[src/rtl/fmc_frame_pkg.sv]
// Shared definitions for the FMC sample-frame BRAM writer and reader:
// frame geometry, halfword offsets, FIFO word type and reader FSM states.
package fmc_frame_pkg;

  localparam int FRAME_HW_DEFAULT = 40;

  // Halfword offsets of each field inside a frame
  localparam int HW_TS_S  = 0;
  localparam int HW_TS_NS = 2;
  localparam int HW_PCH   = 4;
  localparam int HW_TCH   = 20;
  localparam int HW_PT100 = 36;

  typedef struct packed {
    logic        last;
    logic [31:0] data;
  } frame_word_t;

  typedef enum logic [1:0] {
    IDLE,
    READ,
    DRAIN
  } state_t;

  // Even halfword goes to the upper half of the stream word
  function automatic frame_word_t pack_pair(input logic [15:0] hi,
                                            input logic [15:0] lo,
                                            input logic        last);
    frame_word_t w;
    w.last = last;
    w.data = {hi, lo};
    return w;
  endfunction

endpackage

[src/rtl/axis_word_fifo.sv]
// Small synchronous FIFO of packed stream words with an occupancy count.
// The head word is presented combinationally so it can drive AXIS directly.
module axis_word_fifo
  import fmc_frame_pkg::*;
#(
  parameter int DEPTH = 4
) (
  input  logic                   clk,
  input  logic                   rst_n,
  input  logic                   push,
  input  frame_word_t            push_word,
  input  logic                   pop,
  output frame_word_t            head,
  output logic                   empty,
  output logic                   full,
  output logic [$clog2(DEPTH):0] count
);

  localparam int PTR_W = $clog2(DEPTH);
  localparam int CNT_W = PTR_W + 1;

  frame_word_t      mem [DEPTH];
  logic [PTR_W-1:0] wr_ptr;
  logic [PTR_W-1:0] rd_ptr;
  logic             do_push;
  logic             do_pop;

  assign empty   = (count == '0);
  assign full    = (count == CNT_W'(DEPTH));
  assign do_pop  = pop && !empty;
  assign do_push = push && (!full || do_pop);
  assign head    = mem[rd_ptr];

  // Pointers wrap naturally because DEPTH is a power of two
  always_ff @(posedge clk or negedge rst_n) begin
    if (!rst_n) begin
      wr_ptr <= '0;
      rd_ptr <= '0;
      count  <= '0;
    end else begin
      if (do_push) wr_ptr <= wr_ptr + 1'b1;
      if (do_pop)  rd_ptr <= rd_ptr + 1'b1;
      count <= count + CNT_W'(do_push) - CNT_W'(do_pop);
    end
  end

  always_ff @(posedge clk) begin
    if (do_push) mem[wr_ptr] <= push_word;
  end

endmodule

[src/rtl/bram_frame_reader.sv]
// Reads one FMC sample frame from BRAM port B per frame IRQ and streams it
// out as one AXI4-Stream packet of packed 32-bit halfword pairs.
module bram_frame_reader
  import fmc_frame_pkg::*;
#(
  parameter int FRAME_HW   = FRAME_HW_DEFAULT,
  parameter int BASE_ADDR  = 0,
  parameter int ADDR_W     = 12,
  parameter int FIFO_DEPTH = 4
) (
  input  logic              aclk,
  input  logic              aresetn,
  input  logic              frame_irq,
  output logic              bram_clk,
  output logic              bram_rst,
  output logic [ADDR_W-1:0] bram_addr,
  output logic              bram_en,
  output logic [1:0]        bram_we,
  output logic [15:0]       bram_din,
  input  logic [15:0]       bram_dout,
  output logic [31:0]       m_axis_tdata,
  output logic              m_axis_tvalid,
  input  logic              m_axis_tready,
  output logic              m_axis_tlast,
  output logic              busy,
  output logic [31:0]       frame_cnt,
  output logic [15:0]       overrun_cnt
);

  localparam int IDX_W = $clog2(FRAME_HW + 1);
  localparam int CNT_W = $clog2(FIFO_DEPTH) + 1;
  localparam int CRD_W = CNT_W + 2;
  localparam logic [IDX_W-1:0] LAST_IDX  = IDX_W'(FRAME_HW - 1);
  localparam logic [CRD_W-1:0] HW_SLOTS  = CRD_W'(2 * FIFO_DEPTH);

  logic [1:0]       rst_pipe;
  logic             rst_n;
  logic             irq_d;
  logic             armed;
  logic             irq_edge;
  state_t           state;
  state_t           state_nxt;
  logic [IDX_W-1:0] hw_idx;
  logic             rd_valid;
  logic [IDX_W-1:0] rd_idx;
  logic [15:0]      hi_reg;
  logic             hi_valid;
  logic [CRD_W-1:0] hw_used;
  logic             issue;
  logic             push;
  frame_word_t      push_word;
  logic             pop;
  frame_word_t      head;
  logic             fifo_empty;
  logic             fifo_full;
  logic [CNT_W-1:0] fifo_count;
  logic             tlast_hs;

  assign bram_clk = aclk;
  assign bram_rst = !aresetn;
  assign bram_we  = 2'b00;
  assign bram_din = 16'h0000;

  // Reset asserts asynchronously everywhere but releases on a clock edge
  always_ff @(posedge aclk or negedge aresetn) begin
    if (!aresetn) rst_pipe <= '0;
    else          rst_pipe <= {rst_pipe[0], 1'b1};
  end
  assign rst_n = rst_pipe[1];

  // armed masks the first cycle after reset so a level already high is not an edge
  always_ff @(posedge aclk or negedge rst_n) begin
    if (!rst_n) begin
      irq_d <= 1'b0;
      armed <= 1'b0;
    end else begin
      irq_d <= frame_irq;
      armed <= 1'b1;
    end
  end
  assign irq_edge = frame_irq && !irq_d && armed;

  // Halfwords committed but not yet sent: FIFO words, pack register, read in flight
  assign hw_used  = {1'b0, fifo_count, 1'b0} + CRD_W'(hi_valid) + CRD_W'(rd_valid);
  assign issue    = (state == READ) && (hw_used < HW_SLOTS);
  assign bram_en  = issue;
  assign bram_addr = issue ? (ADDR_W'(BASE_ADDR) + ADDR_W'(hw_idx)) : '0;

  assign pop      = m_axis_tvalid && m_axis_tready;
  assign tlast_hs = pop && m_axis_tlast;
  assign busy     = (state != IDLE);

  always_ff @(posedge aclk or negedge rst_n) begin
    if (!rst_n) state <= IDLE;
    else        state <= state_nxt;
  end

  always_comb begin
    state_nxt = state;
    case (state)
      IDLE:    if (irq_edge) state_nxt = READ;
      READ:    if (issue && hw_idx == LAST_IDX) state_nxt = DRAIN;
      DRAIN:   if (tlast_hs) state_nxt = IDLE;
      default: state_nxt = IDLE;
    endcase
  end

  always_ff @(posedge aclk or negedge rst_n) begin
    if (!rst_n) begin
      hw_idx   <= '0;
      rd_valid <= 1'b0;
      rd_idx   <= '0;
    end else begin
      if (state == IDLE && irq_edge) hw_idx <= '0;
      else if (issue)                hw_idx <= hw_idx + 1'b1;
      rd_valid <= issue;
      rd_idx   <= hw_idx;
    end
  end

  // Read data arrives one cycle after bram_en; even halfwords wait for their partner
  always_ff @(posedge aclk or negedge rst_n) begin
    if (!rst_n) begin
      hi_reg   <= '0;
      hi_valid <= 1'b0;
    end else if (rd_valid) begin
      if (!rd_idx[0]) begin
        hi_reg   <= bram_dout;
        hi_valid <= 1'b1;
      end else begin
        hi_valid <= 1'b0;
      end
    end
  end

  assign push      = rd_valid && rd_idx[0];
  assign push_word = pack_pair(hi_reg, bram_dout, rd_idx == LAST_IDX);

  axis_word_fifo #(
    .DEPTH(FIFO_DEPTH)
  ) u_fifo (
    .clk      (aclk),
    .rst_n    (rst_n),
    .push     (push),
    .push_word(push_word),
    .pop      (pop),
    .head     (head),
    .empty    (fifo_empty),
    .full     (fifo_full),
    .count    (fifo_count)
  );

  assign m_axis_tvalid = !fifo_empty;
  assign m_axis_tdata  = fifo_empty ? 32'h0 : head.data;
  assign m_axis_tlast  = !fifo_empty && head.last;

  // Edges while busy, including the tlast cycle, are dropped and counted
  always_ff @(posedge aclk or negedge rst_n) begin
    if (!rst_n) begin
      frame_cnt   <= '0;
      overrun_cnt <= '0;
    end else begin
      if (tlast_hs) frame_cnt <= frame_cnt + 32'd1;
      if (irq_edge && state != IDLE && overrun_cnt != 16'hFFFF)
        overrun_cnt <= overrun_cnt + 16'd1;
    end
  end

endmodule
[config.mk]
export PLATFORM = sky130hd
export DESIGN_NAME = bram_frame_reader
export DESIGN_NICKNAME = d
export VERILOG_FILES = /design/src/rtl/fmc_frame_pkg.sv /design/src/rtl/axis_word_fifo.sv /design/src/rtl/bram_frame_reader.sv
export SDC_FILE = /design/constraint.sdc
export NUM_CORES = 1
export LEC_CHECK = 0
export BUFFER_PORTS_ARGS = -buffer_cell sky130_fd_sc_hd__buf_2
export CAP_MARGIN = 20
export CORE_MARGIN = 2
export CORE_UTILIZATION = 60
export CTS_BUF_LIST = sky130_fd_sc_hd__clkbuf_8
export DETAILED_ROUTE_END_ITERATION = 8
export PLACE_DENSITY = 0.87
export SETUP_SLACK_MARGIN = 0.2
export SLEW_MARGIN = 20
export SYNTH_ARGS = -nofsm -noshare
export SYNTH_HDL_FRONTEND = slang
export SYNTH_SLANG_ARGS = --single-unit
[constraint.sdc]
create_clock -name aclk -period 6.82 [get_ports aclk]
set_input_delay 1.364 -clock aclk [delete_from_list [all_inputs] [get_ports aclk]]
set_output_delay 1.364 -clock aclk [all_outputs]
set_load 0.01 [all_outputs]
==> impl_metrics.tcl <==
set metrics [dict create \
    worstPathArrival_ns 3.76 \
    status "completed" \
    route.vias.total 5155 \
    largest_reg_flops 132 \
    finalSetupViolCount 0 \
    combPwrFrac_pct 27.6 \
    endpoint_kind "primary output" \
    avgSynthCellArea_sq_um 16.0 \
    dieArea_sq_um 16300 \
    reg_top3 "u_fifo.mem (132), frame_cnt (32)" \
    report.final.slew_viol_count 0 \
    place_inst 857 \
    start_kind "clock port" \
    ys_ff_latch 223 \
    place_ws_ns 1.93 \
    ios 136 \
    r2r_slack_ns 4.15 \
    ant_nets 0 \
    start_util_pct 60.9 \
    overflow 0 \
    synth_cell_types 48 \
    leakage_nw 4.42 \
    internal-power_w 0.00298 \
    avgRoutedWirePerCell_microns 18.4 \
    antenna_found_initial 0 \
    final_hold_viol_count 0 \
    power_w 0.00432 \
    worstMarginPinSlew_ns 0.989 \
    area_delta_synth_final_pct 14.9 \
    rows 45 \
    clockPowerShare_pct 25.8 \
    gp_congestion 0.804 \
    slowest_stage "buf_2" \
    finClkSkew_ns 0.0131 \
    grt_use_total_pct 21.9 \
    sequentialPowerShare_pct 46.6 \
    die_x_microns 127 \
    design_area_sq_um 10500 \
    routed_wl_microns 17000 \
    finalSetupTns_ns 0 \
    clock_latency_ns 0.61 \
    firstDrtPassIters 4 \
    synth_ff_type "edfxtp_1" \
    hpwl_microns 10800 \
    synthCells 573 \
    post_cts_buffers 0 \
    largest_register "u_fifo.mem" \
    switchingPower_w 0.00134 \
    placed_area_sq_um 9800 \
    yosysWarnings 0 \
    grt_pass1_wl_microns 27300 \
    grt_pass1_vias 5266 \
    ctsHoldBuffers 0 \
    cts_tree "built" \
    path_clk_slew_ns 0.06 \
    die_h_microns 127 \
    synth_edf_count 132 \
    synth-async-reset-ratio_pct 40.8 \
    nNetsFinal 741 \
    io_buffer_count 111 \
    critPathMostFrequentCell "clkbuf_8" \
    path_cells "clkbuf_8 > clkbuf_8 > buf_2" \
    drc_errors 0 \
    synth_area_sq_um 9150 \
    cp_max_fo 2 \
    ys_seq_area_share_pct 68.2 \
    p_per_area_nw_per_um2 411 \
    switching_share_pct 31.0 \
    routed_via_density 5.58 \
    hold_path.class "reg -> async" \
    rsz0062_at_grt "no" \
    worst_path_largest_cell_delay_ns 0.13 \
    grt_max_degree 61 \
    layout_setup_ws_ns 1.69 \
    critPathKind "clk -> out" \
    ir_drop_mv 0.281 \
    core_region_area_sq_um 15000 \
    max_cap_viol_count 0 \
    stdcell_count 924 \
    drtIter0Drc 351 \
    cp.required_ns 5.46 \
    relSlewSlack_pct 34.1 \
    drive_gt1_share_pct 30.0 \
    cts_resized 0 \
    diodes 0 \
]
==> cell usage in the layout (no fill, tap or decap), drive strengths merged, types with 19 or more instances in the layout <==
| cell | instances |
|---|---|
| and2 | 40 |
| dfrtp | 91 |
| mux4 | 33 |
| nand3 | 21 |
| nor2 | 19 |
| conb | 26 |
| edfxtp | 132 |
| clkbuf | 43 |
| xnor2 | 33 |
| inv | 26 |
| buf | 114 |
| nand2 | 26 |
==> final cells by class <==
| type | instances | area [sq um] |
|---|---|---|
| Clock inverter | 24 | 119 |
| Multi-Input combinational cell | 318 | 2690 |
| Tap cell | 188 | 235 |
| Clock buffer | 44 | 597 |
| Timing Repair Buffer | 113 | 573 |
| Sequential cell | 223 | 6250 |
| Fill cell | 976 | 4530 |
| Inverter | 14 | 52.6 |
==> critical path, delay by kind of cell <==
family,cells,cell delay [ns]
buffers and inverters,3,0.35
==> synth_stat cells, types with 2 or more instances <==
| cell type | count | share of area, % |
|---|---|---|
| xor2_1 | 15 | 1.4 |
| edfxtp_1 | 132 | 43 |
| o31a_1 | 2 | 0.19 |
| mux2_2 | 18 | 2.2 |
| buf_2 | 4 | 0.22 |
| mux2i_1 | 3 | 0.33 |
| nor3_1 | 2 | 0.11 |
| buf_4 | 26 | 2.1 |
| o21ai_0 | 3 | 0.16 |
| nand3b_1 | 2 | 0.16 |
| nand3_1 | 21 | 1.1 |
| and3b_1 | 2 | 0.19 |
| nor4_1 | 2 | 0.14 |
| dfrtp_1 | 91 | 25 |
| nand4_1 | 17 | 1.2 |
| ha_1 | 10 | 1.4 |
| conb_1 | 2 | 0.082 |
| inv_1 | 14 | 0.57 |
| and4_1 | 6 | 0.57 |
| o21bai_1 | 2 | 0.16 |
| xnor2_1 | 33 | 3.2 |
| nor2_1 | 19 | 0.78 |
| and3_1 | 17 | 1.2 |
| nand2_1 | 26 | 1.1 |
| mux4_2 | 33 | 8.1 |
| and2_1 | 39 | 2.7 |
| clkbuf_1 | 10 | 0.41 |
| nand2b_1 | 2 | 0.14 |
==> routing by layer <==
layer / track usage [%] / part of all wire [%]
met1: 28.3 / 42
met3: 5.11 / 5.4
met5: 0 / 0
met4: 10.7 / 2.5
met2: 35.5 / 50
==> kinds of logic (layout without fill, tap and decap cells) <==
family / after synthesis / after routing / share of synthesized area (%)
xor+xnor: 48 / 48 / 4.60
other cells: 2 / 26 / 0.0821
mux: 54 / 54 / 10.7
fa+ha+maj: 11 / 11 / 1.59
compound gates: 15 / 15 / 1.24
buf+inv: 56 / 195 / 3.50
flops: 223 / 223 / 68.2
simple gates: 164 / 164 / 10.1
==> final timing paths <==
| kind | to | start | depth (start not counted) |
|---|---|---|---|
| max in group asynchronous | u_fifo.rd_ptr[0] | rst_pipe[1] | 1 |
| min | overrun_cnt[0] | rst_pipe[1] | 0 |
| min in group aclk | rst_pipe[1] | rst_pipe[0] | 0 |
| max reg2reg | frame_cnt[31] | u_fifo.rd_ptr[1] | 5 |
| min reg2reg | overrun_cnt[0] | rst_pipe[1] | 0 |
| max | bram_clk | aclk | 3 |
==> power groups by stage <==
stage / Sequential (W) / Combinational [W] / Clock [W]
3_5_place_dp: 0.00204 / 0.00121 / 0.00000886
6_report: 0.00201 / 0.00119 / 0.00112
3_3_place_gp: 0.00201 / 0.00116 / 0.00000886
4_1_cts: 0.00201 / 0.00122 / 0.00114
5_1_grt: 0.00206 / 0.00130 / 0.00120
2_1_floorplan: 0.00195 / 0.000874 / 0.0000121
==> per-stage QoR <==
step	utilization, %	hold slack (ns)
after floorplan	-	0.331
after CTS	69.9	0.289
final	69.9	0.272
after global placement	65.2	0.270
after global routing	69.9	0.324
after detailed placement	65.2	0.284
Note: power is estimated with default switching activity, not from simulation.
